## src/rtl/note_sequencer.sv

```systemverilog
// Rhythm-game note scheduler: LFSR note spawning, per-lane pending masks, hit/near/miss judgement and scoring.
// Optional combo bonus scoring is built when NOTE_SEQUENCER_COMBO_EN is defined.
module note_sequencer #(
   parameter int unsigned TICK_DIV   = 512,
   parameter int unsigned SONG_TICKS = 128,
   parameter logic [15:0] SEED       = 16'hACE1
) (
   input  logic       clk,
   input  logic       RSTn,
   input  logic       start,
   input  logic       pause,
   input  logic [3:0] KEY,
   output logic [3:0] spawn,
   output logic       scroll_tick,
   output logic [3:0] hit,
   output logic [3:0] near,
   output logic [3:0] miss,
   output logic [7:0] score,
   output logic       playing,
   output logic       done
);
   typedef enum logic [1:0] {
      S_IDLE  = 2'd0,
      S_PLAY  = 2'd1,
      S_PAUSE = 2'd2,
      S_DONE  = 2'd3
   } state_t;

   localparam logic [15:0] TICK_LAST = 16'(TICK_DIV - 1);
   localparam logic [15:0] SONG_LEN  = 16'(SONG_TICKS);

   function automatic logic [15:0] lfsr_next(input logic [15:0] v);
      return {v[0] ^ v[2] ^ v[3] ^ v[5], v[15:1]};
   endfunction

   state_t          r_state, w_state_nxt;
   logic            w_load, w_run, w_tick, w_song_end, w_pend_empty;
   logic [15:0]     r_tick_cnt, r_song_cnt, r_lfsr;
   logic [3:0][7:0] r_pend, w_pend_clr, w_pend_nxt;
   logic [3:0]      w_key, w_spawn, w_hit, w_near, w_miss;
   logic [3:0]      r_spawn, r_hit, r_near, r_miss;
   logic            r_scroll_tick, r_playing, r_done;
   logic [3:0]      w_inc;
   logic [2:0]      w_judged;
   logic [8:0]      w_score_sum;
   logic [7:0]      r_score, w_score_nxt;
`ifdef NOTE_SEQUENCER_COMBO_EN
   logic [7:0]      r_combo, w_combo_nxt;
   logic [8:0]      w_combo_sum;
`endif

   assign w_song_end   = (r_song_cnt >= SONG_LEN);
   assign w_pend_empty = (r_pend == '0);

   // Next-state decode; a song (re)start reloads all play state.
   always_comb begin
      w_state_nxt = r_state;
      w_load      = 1'b0;
      case (r_state)
         S_IDLE, S_DONE: begin
            if (start) begin
               w_state_nxt = S_PLAY;
               w_load      = 1'b1;
            end else begin
               w_state_nxt = r_state;
            end
         end
         S_PLAY: begin
            if (w_song_end && w_pend_empty) begin
               w_state_nxt = S_DONE;
            end else if (pause) begin
               w_state_nxt = S_PAUSE;
            end else begin
               w_state_nxt = S_PLAY;
            end
         end
         S_PAUSE: begin
            if (!pause) begin
               w_state_nxt = S_PLAY;
            end else begin
               w_state_nxt = S_PAUSE;
            end
         end
         default: w_state_nxt = S_IDLE;
      endcase
   end

   // Play logic only advances in cycles that stay in PLAY, so pause freezes immediately.
   assign w_run   = (r_state == S_PLAY) && (w_state_nxt == S_PLAY);
   assign w_tick  = w_run && (r_tick_cnt == TICK_LAST);
   assign w_spawn = (w_tick && !w_song_end && !r_song_cnt[0]) ? r_lfsr[3:0] : 4'd0;
   assign w_key   = w_run ? KEY : 4'd0;

   // Judgement clears before the scroll shift, so a judged bit never moves down the lane.
   always_comb begin
      w_hit      = 4'd0;
      w_near     = 4'd0;
      w_miss     = 4'd0;
      w_pend_clr = '0;
      w_pend_nxt = '0;
      w_inc      = 4'd0;
      w_judged   = 3'd0;
      for (int l = 0; l < 4; l++) begin
         w_hit[l]      = w_key[l] & r_pend[l][7];
         w_near[l]     = w_key[l] & ~r_pend[l][7] & r_pend[l][6];
         w_pend_clr[l] = r_pend[l] & ~{w_hit[l], w_near[l], 6'd0};
         w_miss[l]     = w_tick & w_pend_clr[l][7];
         w_pend_nxt[l] = w_tick ? {w_pend_clr[l][6:0], w_spawn[l]} : w_pend_clr[l];
         if (w_hit[l]) begin
            w_inc    = w_inc + 4'd2;
            w_judged = w_judged + 3'd1;
         end else if (w_near[l]) begin
            w_inc    = w_inc + 4'd1;
            w_judged = w_judged + 3'd1;
         end else begin
            w_inc    = w_inc;
            w_judged = w_judged;
         end
      end
`ifdef NOTE_SEQUENCER_COMBO_EN
      w_combo_sum = {1'b0, r_combo} + {6'd0, w_judged};
      if (r_combo >= 8'd8) begin
         w_inc = w_inc + {1'b0, w_judged};
      end else begin
         w_inc = w_inc;
      end
      if (|w_miss) begin
         w_combo_nxt = 8'd0;
      end else if (w_combo_sum[8]) begin
         w_combo_nxt = 8'hFF;
      end else begin
         w_combo_nxt = w_combo_sum[7:0];
      end
`endif
      w_score_sum = {1'b0, r_score} + {5'd0, w_inc};
      w_score_nxt = w_score_sum[8] ? 8'hFF : w_score_sum[7:0];
   end

   // State register and status flags aligned with it.
   always_ff @(posedge clk or negedge RSTn) begin
      if (!RSTn) begin
         r_state   <= S_IDLE;
         r_playing <= 1'b0;
         r_done    <= 1'b0;
      end else begin
         r_state   <= w_state_nxt;
         r_playing <= (w_state_nxt == S_PLAY) || (w_state_nxt == S_PAUSE);
         r_done    <= (w_state_nxt == S_DONE);
      end
   end

   // Counters, LFSR, pending masks, score and pulse outputs.
   always_ff @(posedge clk or negedge RSTn) begin
      if (!RSTn) begin
         r_tick_cnt    <= 16'd0;
         r_song_cnt    <= 16'd0;
         r_lfsr        <= SEED;
         r_pend        <= '0;
         r_score       <= 8'd0;
         r_spawn       <= 4'd0;
         r_hit         <= 4'd0;
         r_near        <= 4'd0;
         r_miss        <= 4'd0;
         r_scroll_tick <= 1'b0;
`ifdef NOTE_SEQUENCER_COMBO_EN
         r_combo       <= 8'd0;
`endif
      end else if (w_load) begin
         r_tick_cnt    <= 16'd0;
         r_song_cnt    <= 16'd0;
         r_lfsr        <= SEED;
         r_pend        <= '0;
         r_score       <= 8'd0;
         r_spawn       <= 4'd0;
         r_hit         <= 4'd0;
         r_near        <= 4'd0;
         r_miss        <= 4'd0;
         r_scroll_tick <= 1'b0;
`ifdef NOTE_SEQUENCER_COMBO_EN
         r_combo       <= 8'd0;
`endif
      end else if (w_run) begin
         r_tick_cnt    <= w_tick ? 16'd0 : r_tick_cnt + 16'd1;
         r_song_cnt    <= (w_tick && !w_song_end) ? r_song_cnt + 16'd1 : r_song_cnt;
         r_lfsr        <= w_tick ? lfsr_next(r_lfsr) : r_lfsr;
         r_pend        <= w_pend_nxt;
         r_score       <= w_score_nxt;
         r_spawn       <= w_spawn;
         r_hit         <= w_hit;
         r_near        <= w_near;
         r_miss        <= w_miss;
         r_scroll_tick <= w_tick;
`ifdef NOTE_SEQUENCER_COMBO_EN
         r_combo       <= w_combo_nxt;
`endif
      end else begin
         r_spawn       <= 4'd0;
         r_hit         <= 4'd0;
         r_near        <= 4'd0;
         r_miss        <= 4'd0;
         r_scroll_tick <= 1'b0;
      end
   end

   assign spawn       = r_spawn;
   assign scroll_tick = r_scroll_tick;
   assign hit         = r_hit;
   assign near        = r_near;
   assign miss        = r_miss;
   assign score       = r_score;
   assign playing     = r_playing;
   assign done        = r_done;
endmodule
```

## config.mk

```make
export PLATFORM = sky130hd
export DESIGN_NAME = note_sequencer
export DESIGN_NICKNAME = d
export VERILOG_FILES = /design/src/rtl/note_sequencer.sv
export SDC_FILE = /design/constraint.sdc
export NUM_CORES = 1
export LEC_CHECK = 0
export ABC_AREA = 1
export CAP_MARGIN = 20
export CORE_MARGIN = 5
export CORE_UTILIZATION = 55
export DETAILED_ROUTE_END_ITERATION = 16
export DONT_BUFFER_PORTS = 1
export PLACE_DENSITY = 0.7
export SYNTH_ARGS = -nofsm -noshare
export SYNTH_HDL_FRONTEND = slang
export SYNTH_SLANG_ARGS = --single-unit
```

## constraint.sdc

```tcl
create_clock -name clk -period 5.91 [get_ports clk]
set_input_delay 1.773 -clock clk [delete_from_list [all_inputs] [get_ports clk]]
set_output_delay 1.773 -clock clk [all_outputs]
set_load 0.005 [all_outputs]
```

Word-level counts from Yosys, hierarchy flattened
Index checks and enable logic that the tools add are counted.
{"block": "totals", "reg_bits": 109, "input_bits": 8, "output_inout_bits": 27}
{"block": "classes", "n_addsub": 9, "magnitude_cmp": 1, "eq_ne": 7, "muxes": 44, "n_bitwise": 31, "reduce_logical": 16}
{"operator": "2-to-1 mux 16 bit", "count": 9}
{"operator": "2-to-1 mux 32 bit", "count": 2}
{"operator": "2-to-1 mux 4 bit", "count": 16}
{"operator": "2-to-1 mux 8 bit", "count": 7}
{"operator": "adder 16 x 1 -> 16 bit (second input constant)", "count": 2}
{"operator": "AND 8 bit", "count": 4}
{"operator": "logical NOT 32 bit", "count": 1}
{"operator": "inverter 8 bit", "count": 4}
{"operator": "AND 1 bit", "count": 16}
{"operator": "== test 16 x 9 -> 1 bit (second input constant)", "count": 1}
{"operator": "greater-or-equal comparator 16 x 8 -> 1 bit (second input constant)", "count": 1}
{"operator": "adder 4 x 1 -> 4 bit (second input constant)", "count": 3}
{"operator": "adder 4 x 2 -> 4 bit (second input constant)", "count": 3}
{"operator": "adder 8 x 4 -> 9 bit", "count": 1}
{"operator": "== test 2 bit (second input constant)", "count": 4}
{"operator": "2-to-1 mux 2 bit", "count": 4}
{"operator": "case mux 2 bit (3 select lines)", "count": 1}
{"operator": "nonzero test 2 bit", "count": 3}
{"operator": "logical AND 1 bit", "count": 5}
{"operator": "2-to-1 mux 1 bit", "count": 5}
{"operator": "== test 2 x 1 -> 1 bit (second input constant)", "count": 2}
{"operator": "inverter 1 bit", "count": 4}
{"operator": "AND reduction 2 bit", "count": 2}
{"operator": "XOR 1 bit", "count": 3}
{"operator": "other kinds (4)", "count": 5}

Depth between registers and ports, before layout
Gate-level depths: netlist of the first run.
{"block": "logic_depth", "ltp_word": 24, "depth_mapped": 39, "mapped_depth_nobuf": 38}

Worst setup path before layout of the first run
OpenSTA, ideal clock, no wires.
{"block": "synth_path", "path_kind": "input -> register", "start": "in pause", "end": "reg r_score[2] (netlist: score[2])", "arrival_time_ps": 5292, "path_slack_ps": 536, "path_stages": 31, "path_buffers": 1, "cell_sequence": "nor2_1 -> nor2_1 -> a21oi_1 -> ha_1 -> nand2_2 -> buf_2 -> nor3_1 -> nand2_1 -> nand2_1 -> inv_1 -> ha_1 -> nand2_1 -> nand2_1 -> inv_1 -> nand2_1 -> nand2_1 -> inv_1 -> ha_1 -> nand2_1 -> nand2_1 -> inv_1 -> nand2_1 -> nand2_1 -> fa_1 -> inv_1 -> nand3_1 -> nand2_1 -> nand2_1 -> nor3_1 -> a21oi_1 -> o21ai_0"}
{"block": "synth_between", "elab_chain_cells": 23}
{"element": "start, declared", "line": "11", "source": "input logic pause,"}
{"element": "2-to-1 mux 2 bit (*)", "line": "71, 78"}
{"element": "2-to-1 mux 2 bit", "line": "69", "source": "if (w_song_end && w_pend_empty) begin"}
{"element": "case mux 2 bit (3 select lines) (*)", "line": "59", "source": "case (r_state)"}
{"element": "net w_state_nxt[0]", "line": "36", "source": "state_t r_state, w_state_nxt;"}
{"element": "== test 2 x 1 -> 1 bit (*)", "line": "89", "source": "assign w_run = (r_state == S_PLAY) && (w_state_nxt == S_PLAY);"}
{"element": "logical AND 1 bit (*)", "line": "89"}
{"element": "2-to-1 mux 4 bit", "line": "92", "source": "assign w_key = w_run ? KEY : 4'd0;"}
{"element": "AND 1 bit (2 in a row)", "line": "105", "source": "w_near[l] = w_key[l] & ~r_pend[l][7] & r_pend[l][6];"}
{"element": "[7 not listed]"}
{"element": "2-to-1 mux 4 bit", "line": "109", "source": "if (w_hit[l]) begin"}
{"element": "adder 4 x 1 -> 4 bit", "line": "113", "source": "w_inc = w_inc + 4'd1;"}
{"element": "2-to-1 mux 4 bit", "line": "112", "source": "end else if (w_near[l]) begin"}
{"element": "2-to-1 mux 4 bit", "line": "109"}
{"element": "adder 8 x 4 -> 9 bit", "line": "135", "source": "w_score_sum = {1'b0, r_score} + {5'd0, w_inc};"}
{"element": "2-to-1 mux 8 bit", "line": "136", "source": "w_score_nxt = w_score_sum[8] ? 8'hFF : w_score_sum[7:0];"}
{"element": "2-to-1 mux 8 bit", "line": "182", "source": "end else if (w_run) begin"}
{"element": "2-to-1 mux 8 bit", "line": "168", "source": "end else if (w_load) begin"}
{"element": "end signal, assigned", "line": "187", "source": "r_score <= w_score_nxt;"}
{"element": "end, declared", "line": "46", "source": "logic [7:0] r_score, w_score_nxt;"}
The timed path passes the listed nets; every way through them passes the cells marked *. The select of a mux whose other input is x is not followed.
A chain may end at the register's enable or synchronous reset.

Worst setup path in the final report of the first run
{"block": "layout_path", "start": "in start", "end": "reg r_score[2] (netlist: score[2])"}
{"block": "layout_between", "elab_chain_cells": 22}
{"element": "start, declared", "line": "10", "source": "input logic start,"}
{"element": "2-to-1 mux 2 bit (*)", "line": "61", "source": "if (start) begin"}
{"element": "case mux 2 bit (3 select lines) (*)", "line": "59"}
{"element": "net w_state_nxt[0]", "line": "36"}
{"element": "== test 2 x 1 -> 1 bit (*)", "line": "89"}
{"element": "logical AND 1 bit (*)", "line": "89"}
{"element": "2-to-1 mux 4 bit", "line": "92"}
{"element": "AND 1 bit (2 in a row)", "line": "105"}
{"element": "2-to-1 mux 1 bit", "line": "112"}
{"element": "[6 not listed]"}
{"element": "2-to-1 mux 4 bit", "line": "109"}
{"element": "adder 4 x 1 -> 4 bit", "line": "113"}
{"element": "2-to-1 mux 4 bit", "line": "112"}
{"element": "2-to-1 mux 4 bit", "line": "109"}
{"element": "adder 8 x 4 -> 9 bit", "line": "135"}
{"element": "2-to-1 mux 8 bit", "line": "136"}
{"element": "2-to-1 mux 8 bit", "line": "182"}
{"element": "2-to-1 mux 8 bit", "line": "168"}
Marks and branches as above.

==> flow_summary.yaml, run 1 <==
floorplanning:
  coreArea_sq_um: 9280
  dieArea_sq_um: 11600
  io_pins: 35
  die_x_um: 108
  rows: 35
  die_h_um: 108
  initial_utilization: 0.567
pwr:
  pwr_density_cell_nw_per_um2: 303
  p_int_mw: 1.13
  p_clk_frac: 0.301
  swShare: 0.339
  sequentialPowerShare: 0.460
  p_switching_mw: 0.577
  ir_worst_vdd_mv: 0.133
  leakage_nw: 2.86
  pwr-share-comb: 0.240
synth:
  synth_ff_type: "dfrtp_1"
  yosysWarningCount: 0
  yosys-top-cells-count: "123 x nand2_1, 101 x dfrtp_1, 100 x inv_1, 80 x nor2_1, 34 x nand3_1"
  synth.most_common_cell: "nand2_1"
  ys_types: 34
  yosysTopAreaCellShare: 0.480
  synth_edf_count: 0
  syn_avg_cell_area_sq_um: 8.37
  syn-num-nets: 653
  synth-seq-area-share: 0.520
  syn_area_sq_um: 5260
  synth_top_area_cell: "dfrtp_1"
  synth_seq_cells: 109
  synthArstFlopShare: 1.00
  synth_top_cells_by_area: "dfrtp_1 48%, nand2_1 8.8%, inv_1 7.1%"
  syn_inst: 629
final_layout:
  fillers: 809
  multi_input_area_sq_um: 2080
  drive_above_1_share: 0.0678
  fin_nets: 653
  diodes: 0
  flow.area_growth_from_synthesis_pct: 6.63
  seq_area_sq_um: 2740
  fin_util: 0.605
  fin_cells: 763
clock_network:
  worstSkewPairLatency_ps: 370
  clockBufferDepth: 2
  root_buffer: "clkbuf_8"
  cts_sinks: 109
  clk_pin_slew_worst_paths_ps: 100
  cts_max_level: 3
  cts_setup_buffers: 0
  cts_buffers: 9
  tritoncts: "built"
placed_design:
  placed_cells: 747
  port_buffers: 0
  place.gp.congestion: 0.895
  place_ws_ps: 128
  hpwl_um: 7090
sta:
  rsz0062_at_grt: "no"
  fin_tns_setup_ps: 0
  slew_headroom: 0.435
  fin_skew_ps: 13.5
  tightest_slew_ps: 840
  hold_viol: 0
  timing.final.ws_setup_ps: 584
  finalMaxSlewViolations: 0
  period_share: 0.901
  min_period_ps: 5330
  setup_viol: 0
  max_freq_mhz: 188
  worst_hold_slack_ps: 486
worst_setup_path:
  worstSetupPathType: "in -> reg"
  crit_slowest_cell: "fa_1"
  arrival_ps: 5610
  path_max_fanout: 5
  required_ps: 6190
  rr_worst_depth: 34
  crit_path_max_incr_delay_ps: 380
  startpoint_type: "input port"
  endpoint_kind: "flip-flop"
  cp_common_cell: "nand2_1"
routing:
  drtAntennaViolNets: 0
  firstDrtPassIters: 5
  routedWlPerCell_um: 13.6
  vias: 4042
  wirelength_um: 10300
  drtIter0Drc: 296
  drc: 0
  viasPerCell: 5.30
global_route:
  grt_util_all_layers: 0.191
  grt_max_degree: 110
  grt_pass1_vias: 3901
  overflow: 0
  grt_pass1_wl_um: 17900
  grt_antenna_before_repair: 0
flow_run:
  drv_cap: 0
worst_hold_path:
  worstHoldPathType: "reg -> reg"
  whs_path_depth: 2
outcome:
  outcome: "finished, final reports clean"
-- sequential cells by signal, summed over array words and instances, names as in the netlist --
name         cells
playing          1
spawn            4
r_lfsr          16
r_song_cnt      16
r_pend          32
r_state          2
near             4
miss             4
hit              4
done             1
scroll_tick      1
score            8
r_tick_cnt      16
-- cells by family after synthesis --
logic type	after synthesis	share of synthesized area
buffers and inverters	115	0.0858
flip-flops	109	0.520
AO/OA/AOI/OAI	76	0.0787
AND/OR/NAND/NOR	304	0.261
adder cells (fa/ha/maj)	16	0.0395
XOR/XNOR	9	0.0150
-- layer usage --
metal | vias up | routed length, um | global-route usage
met1 | 1914 | 4940 | 0.260
li1 | 2028 | - | -
met2 | 94 | 4830 | 0.311
met4 | 0 | 68 | 0.0478
met3 | 6 | 501 | 0.0438
met5 | - | 0 | 0
-- stage by stage --
step           total power, mW  instance area [sq um]
2_1_floorplan             1.11                   5260
3_3_place_gp              1.19                   5380
3_5_place_dp              1.20                   5380
4_1_cts                   1.71                   5610
5_1_grt                   1.79                   5610
6_report                  1.70                   5610
-- area by class of cell --
| type | count | area share |
|---|---|---|
| clock inverter | 4 | 0.0138 |
| clock buffer | 12 | 0.0276 |
| sequential | 109 | 0.488 |
| timing repair buffer | 3 | 0.00401 |
| tap | 129 | 0.0288 |
| multi-input combinational | 405 | 0.370 |
| inverter | 101 | 0.0675 |
-- repair_timing --
| action | 4_1_cts | 5_1_grt |
|---|---|---|
| setup endpoints to repair | 0 | 5 |
| gates resized for setup | 0 | 1 |
| hold buffers | 0 | 0 |
-- power by group through the flow --
stage,Clock [mW],Sequential (mW),Combinational (mW)
6_report,0.513,0.783,0.408
5_1_grt,0.555,0.786,0.454
4_1_cts,0.528,0.783,0.404
3_5_place_dp,0,0.797,0.404
3_3_place_gp,0,0.796,0.396
2_1_floorplan,0,0.793,0.314
-- final timing paths --
kind / from / to / slack [ps]
min in group asynchronous: RSTn / hit[0] / 1080
setup reg to reg: r_pend[7] / score[2] / 1020
max in group asynchronous: RSTn / r_lfsr[5] / 4620
setup / recovery: start / score[2] / 580
hold reg to reg: r_lfsr[10] / r_lfsr[10] / 490
hold / removal: r_lfsr[10] / r_lfsr[10] / 490
-- cell usage in the layout, fill, tap and decap left out, types with 15 or more instances in the layout --
cell type | Yosys | final
nor3_1 | 21 | 20
nand2_1 | 123 | 123
o22ai_1 | 25 | 25
a21oi_1 | 21 | 21
ha_1 | 15 | 15
nand4_1 | 17 | 17
nor2_1 | 80 | 80
dfrtp_1 | 101 | 101
inv_1 | 100 | 100
nand3_1 | 34 | 34
o21ai_0 | 23 | 23
-- worst max-delay path: cells and delay by family --
kind | cells | cell delay, ps
AO/OA/AOI/OAI | 3 | 520
buffers and inverters | 6 | 320
AND/OR/NAND/NOR | 18 | 1790
adder cells (fa/ha/maj) | 4 | 1210
(Power assumes the default switching activity.)
==> inputs of run 2 (changes only) <==
- MAX_ROUTING_LAYER: not set -> met4
==> run 2 against run 1 <==
Against the previous run:
- total power is 2.5% lower
- worst hold slack better by 6.5 ps
- clock skew hardly changed
- final cell count stayed put
- worst setup slack better by 140 ps
- wire length is 1.7% lower
- via count is 0.96% lower
- die area stayed put
- maximum frequency is 2.7% higher
- final area is 0.27% lower
- critical endpoint is now score[1]
==> flow_summary.yaml, run 2 (synthesized netlist as in run 1, its figures left out) <==
global_route:
  grt_max_degree: 110
  grt_pass1_wl_um: 18100
  overflow: 0
  grt_antenna_before_repair: 0
  grt_pass1_vias: 3854
  grt_util_all_layers: 0.199
worst_setup_path:
  rrSetupSlack_ps: 1140
  startpoint_type: "input port"
  cp_common_cell: "nand2_1"
  crit_path_max_incr_delay_ps: 400
  endpoint_kind: "flip-flop"
  worstSetupPathType: "in -> reg"
  rr_endpoint: "score[1]"
  crit_slowest_cell: "fa_1"
  rr_worst_depth: 34
  r2r_start: "r_pend[7]"
  arrival_ps: 5460
  required_ps: 6180
  path_max_fanout: 5
floorplanning:
  io_pins: 35
  dieArea_sq_um: 11600
  coreArea_sq_um: 9280
  die_h_um: 108
  rows: 35
  die_x_um: 108
  initial_utilization: 0.567
pwr:
  p_clk_frac: 0.288
  pwr-share-comb: 0.241
  p_switching_mw: 0.567
  leakage_nw: 2.86
  ir_worst_vdd_mv: 0.117
  sequentialPowerShare: 0.471
  p_int_mw: 1.09
  pwr_density_cell_nw_per_um2: 297
  swShare: 0.341
placed_design:
  place_ws_ps: 262
  port_buffers: 0
  place.gp.congestion: 0.912
  hpwl_um: 6930
final_layout:
  drive_above_1_share: 0.0694
  diodes: 0
  layout_common_cells: "123 x nand2_1, 101 x dfrtp_1, 100 x inv_1"
  largest_reg_flops: 32
  layout_commonest_cell: "nand2_1"
  fin_nets: 653
  top_register: "r_pend"
  flow.area_growth_from_synthesis_pct: 6.35
clock_network:
  worstSkewPairLatency_ps: 370
  cts_sinks: 109
  clockBufferDepth: 2
  root_buffer: "clkbuf_8"
  cts_buffers: 9
  cts_max_level: 3
  clk_pin_slew_worst_paths_ps: 90
  tritoncts: "built"
worst_hold_path:
  whs_path_depth: 2
  worstHoldPathType: "reg -> reg"
  holdPathEnd: "r_lfsr[10]"
  hp-start: "r_lfsr[10]"
sta:
  finalMaxSlewViolations: 0
  tightest_slew_ps: 796
  slew_headroom: 0.464
  period_share: 0.878
  hold_viol: 0
  fin_skew_ps: 13.4
  min_period_ps: 5190
  setup_viol: 0
  fin_tns_setup_ps: 0
  rsz0062_at_grt: "no"
  max_freq_mhz: 193
  timing.final.ws_setup_ps: 723
routing:
  drtIter0Drc: 263
  viasPerCell: 5.25
  firstDrtPassIters: 5
  wirelength_um: 10200
  drtAntennaViolNets: 0
  routedWlPerCell_um: 13.3
  vias: 4003
  drc: 0
flow_run:
  drv_cap: 0
outcome:
  outcome: "finished, final reports clean"
-- run 2: power by group through the flow --
stage / registers, mW / logic [mW] / clock network [mW]
3_5_place_dp: 0.797 / 0.398 / 0
6_report: 0.782 / 0.400 / 0.478
3_3_place_gp: 0.797 / 0.397 / 0
5_1_grt: 0.785 / 0.445 / 0.528
4_1_cts: 0.782 / 0.399 / 0.497
2_1_floorplan: 0.793 / 0.314 / 0
-- run 2: repair_timing --
item	in CTS	in global routing
resized for setup	0	1
setup endpoints to repair	0	2
buffers inserted	0	0
hold buffers	0	0
-- run 2: layout make-up --
type                    instances  area, sq um
repair buffers                  3         22.5
well taps                     129          161
flip-flops and latches        109         2740
clock buffers                  12          165
inverters                     101          379
multi-input cells             405         2080
clock inverters                 4         52.6
fillers                       815         3690
-- run 2: worst max-delay path, delay by kind of cell --
kind | cells | cell delay, ps
AOI/OAI and AO/OA | 3 | 490
adders and majority gates | 4 | 1220
buffers and inverters | 5 | 290
and+or+nand+nor | 18 | 1690
-- run 2: worst max-delay path by stage --
stage	from	to	slack [ps]	cells after the start
detailed placement	pause	score[1]	260	30
finish	pause	score[1]	720	30
global placement	pause	score[5]	440	30
global route	pause	score[2]	120	30
floorplan	pause	score[2]	540	31
CTS	pause	score[1]	660	30
-- run 2: per-layer routing --
metal / track usage / part of all wire
met3: 0.0294 / 0.041
met1: 0.266 / 0.48
met2: 0.314 / 0.47
met5: - / 0
met4: 0.0649 / 0.013
-- run 2: per-stage QoR --
| step | instances | total power [mW] | hold slack [ps] | utilization | instance area (sq um) |
|---|---|---|---|---|---|
| 2_1_floorplan | 629 | 1.11 | 443 | - | 5260 |
| 3_3_place_gp | 747 | 1.19 | 460 | 0.579 | 5380 |
| 3_5_place_dp | 747 | 1.19 | 469 | 0.579 | 5380 |
| 4_1_cts | 763 | 1.68 | 495 | 0.602 | 5590 |
| 5_1_grt | 763 | 1.76 | 522 | 0.603 | 5600 |
| 6_report | 763 | 1.66 | 492 | 0.603 | 5600 |
